File: config.mk
export PLATFORM = sky130hd
export DESIGN_NAME = crack_sched
export DESIGN_NICKNAME = d
export VERILOG_FILES = /design/src/rtl/crack_sched.sv
export SDC_FILE = /design/constraint.sdc
export NUM_CORES = 1
export LEC_CHECK = 0
export ABC_AREA = 0
export BUFFER_PORTS_ARGS = -buffer_cell sky130_fd_sc_hd__buf_2
export CAP_MARGIN = 40
export CORE_ASPECT_RATIO = 1.5
export CORE_UTILIZATION = 55
export CTS_CLUSTER_SIZE = 10
export DETAILED_ROUTE_END_ITERATION = 7
export PLACE_DENSITY = 0.79
export SLEW_MARGIN = 0
export SYNTH_ARGS = -nofsm -noshare
export SYNTH_HDL_FRONTEND = slang
export SYNTH_SLANG_ARGS = --single-unit
File: constraint.sdc
create_clock -name clk -period 4.8 [get_ports clk]
set_input_delay 1.44 -clock clk [delete_from_list [all_inputs] [get_ports clk]]
set_output_delay 1.44 -clock clk [all_outputs]
set_load 0.1 [all_outputs]
File: src/rtl/crack_sched.sv
// Key-search scheduler: sweeps candidate keys 0..KEY_MAX across N_CH crack engines
// and reports the first verified key, or exhaustion.
module crack_sched #(
   parameter int              KEY_W   = 24,
   parameter int              N_CH    = 2,
   parameter logic [KEY_W-1:0] KEY_MAX = {KEY_W{1'b1}}
) (
   input  logic                   clk,
   input  logic                   rst,
   input  logic                   en,
   output logic                   rdy,
   output logic [KEY_W-1:0]       key,
   output logic                   key_valid,
   output logic                   done,
   output logic [N_CH-1:0]        ch_en,
   output logic [N_CH*KEY_W-1:0]  ch_key,
   input  logic [N_CH-1:0]        ch_rdy,
   input  logic [N_CH-1:0]        ch_done,
   input  logic [N_CH-1:0]        ch_hit
);

   typedef enum logic [1:0] {
      IDLE  = 2'd0,
      RUN   = 2'd1,
      DRAIN = 2'd2,
      FIN   = 2'd3
   } state_t;

   // One extra bit lets the counter step past KEY_MAX without wrapping.
   localparam logic [KEY_W:0] KEY_LAST = {1'b0, KEY_MAX};

   state_t            state_r;
   state_t            state_next_s;
   logic [KEY_W:0]    cnt_r;
   logic [N_CH-1:0]   busy_r;
   logic              found_r;
   logic [N_CH-1:0]   free_s;
   logic [N_CH-1:0]   disp_oh_s;
   logic              disp_s;
   logic              start_s;
   logic              run_s;
   logic              hit_s;
   logic              exhaust_s;
   logic [KEY_W-1:0]  hit_key_s;

   // State register
   always_ff @(posedge clk or posedge rst) begin
      if (rst) begin
         state_r <= IDLE;
      end else begin
         state_r <= state_next_s;
      end
   end

   // Next-state logic
   always_comb begin
      state_next_s = state_r;
      case (state_r)
         IDLE, FIN: state_next_s = start_s ? RUN : state_r;
         RUN:       state_next_s = (hit_s || exhaust_s) ? DRAIN : RUN;
         DRAIN:     state_next_s = (busy_r == {N_CH{1'b0}}) ? FIN : DRAIN;
         default:   state_next_s = IDLE;
      endcase
   end

   // Hit arbitration and dispatch selection; lowest channel index wins both
   always_comb begin
      start_s   = en & rdy;
      run_s     = (state_r == RUN);
      exhaust_s = (cnt_r > KEY_LAST);
      hit_s     = 1'b0;
      hit_key_s = {KEY_W{1'b0}};
      for (int i = N_CH - 1; i >= 0; i--) begin
         hit_key_s = (ch_done[i] && busy_r[i] && ch_hit[i]) ? ch_key[i*KEY_W +: KEY_W] : hit_key_s;
         hit_s     = hit_s | (ch_done[i] & busy_r[i] & ch_hit[i]);
      end
      free_s    = ch_rdy & ~busy_r;
      disp_oh_s = (run_s && !hit_s && !exhaust_s) ? (free_s & (~free_s + N_CH'(1'b1)))
                                                  : {N_CH{1'b0}};
      disp_s    = |disp_oh_s;
   end

   // Datapath and registered outputs
   always_ff @(posedge clk or posedge rst) begin
      if (rst) begin
         rdy       <= 1'b1;
         key       <= {KEY_W{1'b0}};
         key_valid <= 1'b0;
         done      <= 1'b0;
         ch_en     <= {N_CH{1'b0}};
         ch_key    <= {(N_CH*KEY_W){1'b0}};
         busy_r    <= {N_CH{1'b0}};
         cnt_r     <= {(KEY_W+1){1'b0}};
         found_r   <= 1'b0;
      end else begin
         rdy    <= (state_next_s == IDLE) || (state_next_s == FIN);
         ch_en  <= disp_oh_s;
         busy_r <= (busy_r & ~ch_done) | disp_oh_s;
         for (int i = 0; i < N_CH; i++) begin
            if (disp_oh_s[i]) begin
               ch_key[i*KEY_W +: KEY_W] <= cnt_r[KEY_W-1:0];
            end
         end
         if (start_s) begin
            cnt_r     <= {(KEY_W+1){1'b0}};
            key       <= {KEY_W{1'b0}};
            key_valid <= 1'b0;
            done      <= 1'b0;
            found_r   <= 1'b0;
         end else begin
            if (disp_s) begin
               cnt_r <= cnt_r + {{KEY_W{1'b0}}, 1'b1};
            end
            if (run_s && hit_s && !found_r) begin
               key     <= hit_key_s;
               found_r <= 1'b1;
            end
            if ((state_r == DRAIN) && (busy_r == {N_CH{1'b0}})) begin
               done      <= 1'b1;
               key_valid <= found_r;
            end
         end
      end
   end

endmodule

# Word-level counts from Yosys, hierarchy flattened
# Cells that the tools add are included.
[word_totals]
regBits = 107
latch_bits = 0
mem_bits_rw = 0
rom_bits = 0
inputBits = 9
output_inout_bits = 77
wordCells = 70
mem_count = 0
[op_classes]
add_sub_neg = 2
multipliers = 0
n_div = 0
order_cmp = 1
n_eq_ne = 4
shift = 0
mux = 17
n_bitwise = 13
reduce_logical = 22
[op_table]
columns = ["cell", "n"]
rows = [
  ["2-to-1 mux 24 bit", 4],
  ["2-to-1 mux 25 bit", 2],
  ["adder 25 x 1 -> 25 bit, second input constant", 1],
  ["greater-than comparator 25 x 24 -> 1 bit, second input constant", 1],
  ["logical AND 1 bit", 9],
  ["2-to-1 mux 1 bit", 7],
  ["bitwise AND 2 bit", 3],
  ["equality test 2 bit, second input constant", 3],
  ["logical NOT 2 bit", 3],
  ["2-to-1 mux 2 bit", 3],
  ["NOT 2 bit", 3],
  ["case mux 2 bit (3 select lines)", 1],
  ["nonzero test 2 bit", 3],
  ["bitwise AND 1 bit", 5],
  ["OR reduction 2 bit", 2],
  ["logical NOT 1 bit", 3],
  ["adder 2 x 1 -> 2 bit, second input constant", 1],
  ["equality test 2 x 1 -> 1 bit, second input constant", 1],
  ["logical OR 1 bit", 2],
  ["OR 2 bit", 1],
  ["OR 1 bit", 1],
]

# Longest topological paths before layout
[depth]
word_depth = 10
depth_mapped = 9
mapped_depth_nobuf = 8

# Least setup slack after synthesis
# OpenSTA, ideal clock, no wires.
[synth_path]
path_type = "input to register"
startpoint = "input ch_hit[0]"
endpoint = "register ch_key[24]"
setup_time_ns = 0.128
t_arrival_ns = 2.979
required_time_ns = 4.672
setup_slack_ns = 1.692
stages = 8
n_path_buf = 3
path_cell_list = "nand3_1 -> buf_2 -> and3_1 -> o21ai_4 -> or3b_1 -> buf_6 -> buf_6 -> mux2_1"
[synth_via]
elab_chain_cells = 6
[synth_rtl]
columns = ["element", "line_no", "text"]
rows = [
  ["from (decl)", "19", "input logic [N_CH-1:0] ch_hit"],
  ["bitwise AND 1 bit", "75", "hit_s = hit_s | (ch_done[i] & busy_r[i] & ch_hit[i]);"],
  ["OR 1 bit", "75", ""],
  ["logical NOT 1 bit", "78", "disp_oh_s = (run_s && !hit_s && !exhaust_s) ? (free_s & (~free_s + N_CH'(1'b1)))"],
  ["logical AND 1 bit (2 in a row)", "78", ""],
  ["2-to-1 mux 2 bit", "78", ""],
  ["to (signal assigned)", "91", "ch_key <= {(N_CH*KEY_W){1'b0}};"],
  ["to (signal, indexed assignment)", "101", "ch_key[i*KEY_W +: KEY_W] <= cnt_r[KEY_W-1:0];"],
  ["to (decl)", "16", "output logic [N_CH*KEY_W-1:0] ch_key,"],
]
# Every way passes these cells.
# A chain may end at the register's enable or synchronous reset.

# Worst setup path after layout
[layout_path]
startpoint = "input ch_hit[1]"
endpoint = "register ch_key[24]"
# The elaborated chain is that of the path after synthesis.

==> impl_metrics.env <==
export IMPL_rsz0062_at_grt="no"
export IMPL_synth_enable_flop_cells=0
export IMPL_crit_required_ns=5.03
export IMPL_setup_viol=0
export IMPL_core_sq_um=8410
export IMPL_worstMarginPinSlew_ns=0.589
export IMPL_slew_viol_final=0
export IMPL_cts_root_buf="clkbuf_16"
export IMPL_fin_cells=604
export IMPL_n_fill_cell=647
export IMPL_crit_fanout=14
export IMPL_timing_hold_ws_ns=0.503
export IMPL_status="complete, no violations"
export IMPL_fin_skew_ns=0.00447
export IMPL_multiInputGateArea_sq_um=1960
export IMPL_chipHeight_microns=116
export IMPL_drc=0
export IMPL_fmax_mhz=323
export IMPL_antenna_cells=0
export IMPL_avgViaCountPerCell=5.68
export IMPL_ys_flop_type="dfrtp_1"
export IMPL_grt_ovfl_total=0
export IMPL_p_clk_frac=0.200
export IMPL_grt_pass1_wl_microns=16300
export IMPL_die_area_sq_um=9050
export IMPL_r2r_slack_ns=1.94
export IMPL_crit_chain="buf_2 > nand3_1 > and3_1 > o21ai_4 > or3b_1 > buf_8 > mux2_1"
export IMPL_post_place_ws_ns=1.31
export IMPL_crit_arrival_ns=3.33
export IMPL_io_pins=86
export IMPL_postCtsSetupRepairBufs=0
export IMPL_crit_family="simple AND/OR/NAND/NOR gates"
export IMPL_fin_tns_setup_ns=0
export IMPL_cts_hold_buf=0
export IMPL_initial_core_util=0.566
export IMPL_cts_repair_resize_count=0
export IMPL_dpl_hpwl_microns=6850
export IMPL_post_drt_wl_per_cell_microns=16.0
export IMPL_die_w_microns=78.0
export IMPL_area_growth_pct=18.3
export IMPL_gp_congestion=0.900
export IMPL_crit_type="input port to flip-flop"
export IMPL_insertion_delay_ns=0.35
export IMPL_grt_use_total=0.237
export IMPL_peakVddDrop_v=0.000624
export IMPL_utilization=0.670
export IMPL_place_inst=588
export IMPL_drt_pass1_iter_count=4
export IMPL_yosysSeqAreaShare=0.562
export IMPL_drtIter0Drc=164
export IMPL_wirelength_microns=9660
export IMPL_rows=41
export IMPL_path_clk_slew_ns=0.07
export IMPL_p_total_mw=3.57
export IMPL_cap_violations=0
export IMPL_clock_sinks=107
export IMPL_first_global_vias=3423
export IMPL_synth_nets=420
export IMPL_cp_end_kind="flip-flop"
export IMPL_p_sw_mw=1.75
export IMPL_drive_gt1_frac=0.332
export IMPL_final_hold_violation_count=0
export IMPL_grt_max_degree=51
export IMPL_cts_buffer_depth=2
export IMPL_synthCells=408
export IMPL_design_area_sq_um=5630
export IMPL_p_int_mw=1.82
export IMPL_p_sw_frac=0.491
export IMPL_hp_class="flip-flop to flip-flop"
export IMPL_max_stage_delay_ns=0.65
export IMPL_path_buf_inv=2
export IMPL_synth_seq_cells=107
export IMPL_grt_antenna_before_repair=0
export IMPL_cts_buffers=9
export IMPL_seqCellArea_sq_um=2680
export IMPL_p_leak_nw=2.98
export IMPL_slew_headroom=0.607
export IMPL_power_frac_comb=0.476
export IMPL_synth_cell_types=46
export IMPL_start_kind="input port"
export IMPL_p_per_area_nw_per_um2=633
export IMPL_cts_tree="built"
export IMPL_slowest_stage="or3b_1"
export IMPL_syn_area_sq_um=4760
export IMPL_setup_ws_ns=1.70
export IMPL_final_nets=504
export IMPL_yosys_warnings=0
export IMPL_period_needed_ns=3.10
export IMPL_p_seq_frac=0.324
export IMPL_htree_levels=3
export IMPL_fin_crit_sh=0.645
export IMPL_final_antenna_net_count=0
export IMPL_syn_area_per_cell_sq_um=11.7
export IMPL_async_flop_share=1.00
export IMPL_vias=3428
export IMPL_io_buffers=85
export IMPL_placed_cell_area_sq_um=5350
==> synthesized netlist by cell type (all sizes together), types with 2 or more instances <==
library cell	count	area, sq um
a211oi	24	180
a21boi	2	15.0
a21o	2	15.0
a21oi	12	60.1
and3	9	56.3
buf	11	71.3
clkbuf	10	37.5
dfrtp	106	2650
ha	3	37.5
inv	9	33.8
mux2	48	541
mux2i	25	250
nand2	20	75.1
nand2b	2	12.5
nand3	12	60.1
nand4	4	25.0
nor2	53	201
nor3	4	20.0
nor4	4	25.0
o211ai	4	30.0
o21ai	8	51.3
or3	5	36.3
or4	2	15.0
xnor2	7	61.3
xor2	8	70.1
==> metal layers <==
layer  routed length [microns]  GRT usage  share of wire
met5                         0          0              0
met4                       248     0.0988          0.026
met3                       369     0.0528          0.038
met2                      5120      0.417           0.53
met1                      3920      0.281           0.41
==> tightest hold or removal path, cell delays in order, from the launching register on <==
cell	delay [ns]
dfrtp_1	0.34
nor2_1	0.05
nor2_1	0.08
==> worst paths after layout <==
check | startpoint | to | cells past startpoint
setup / recovery | ch_hit[1] | ch_key[24] | 7
hold / removal | done | done | 2
setup reg to reg | cnt_r[0] | ch_key[27] | 8
hold reg to reg | done | done | 2
max in group asynchronous | rst | rdy | 3
min in group asynchronous | rst | ch_en[0] | 2
==> layout by cell type (no fill, tap or decap), types with 2 or more instances in the layout <==
cell type	count
nor3_1	4
a21o_1	2
nor4_1	4
ha_1	3
clkinvlp_4	2
clkbuf_16	9
buf_16	2
a21boi_0	2
mux2_1	2
and3_1	9
mux2i_1	25
nor2_1	51
a211oi_1	24
mux2_2	46
a21oi_1	12
or3_1	4
xnor2_1	7
nand3_1	11
buf_2	85
nand2b_1	2
o211ai_1	4
xor2_1	8
inv_1	8
o21ai_0	7
dfrtp_1	106
nand2_1	20
clkbuf_1	2
clkinv_2	2
or4_1	2
buf_4	6
nand4_1	4
==> power by group through the flow <==
stage	clock, mW	combinational [mW]	sequential (mW)
finish	0.715	1.70	1.15
global route	0.767	1.78	1.17
CTS	0.733	1.71	1.16
detailed placement	0	1.70	1.17
global placement	0	1.65	1.17
floorplan	0	0.507	2.07
==> sequential cells by signal, summed over array words and instances, names as in the netlist, 2 cells and up <==
register / count
key: 24
ch_en: 2
busy_r: 2
ch_key: 48
cnt_r: 25
state_r: 2
==> cells by family (layout without fill, tap and decap cells) <==
family,count (synthesis),after routing,synth area share
multiplexers,73,73,0.166
AO/OA/AOI/OAI,58,58,0.0838
adder cells (fa/ha/maj),3,3,0.00788
buffers and inverters,30,119,0.0299
AND/OR/NAND/NOR,122,122,0.123
XOR/XNOR,15,15,0.0276
flip-flops,107,107,0.562
==> cell type report <==
| class | instances | share of cell area |
|---|---|---|
| Tap cell | 107 | 0.0238 |
| Inverter | 9 | 0.00644 |
| Clock inverter | 5 | 0.00977 |
| Sequential cell | 107 | 0.475 |
| Timing Repair Buffer | 94 | 0.0959 |
| Multi-Input combinational cell | 271 | 0.347 |
| Clock buffer | 11 | 0.0413 |
Note: power is estimated with default switching activity, not from simulation.
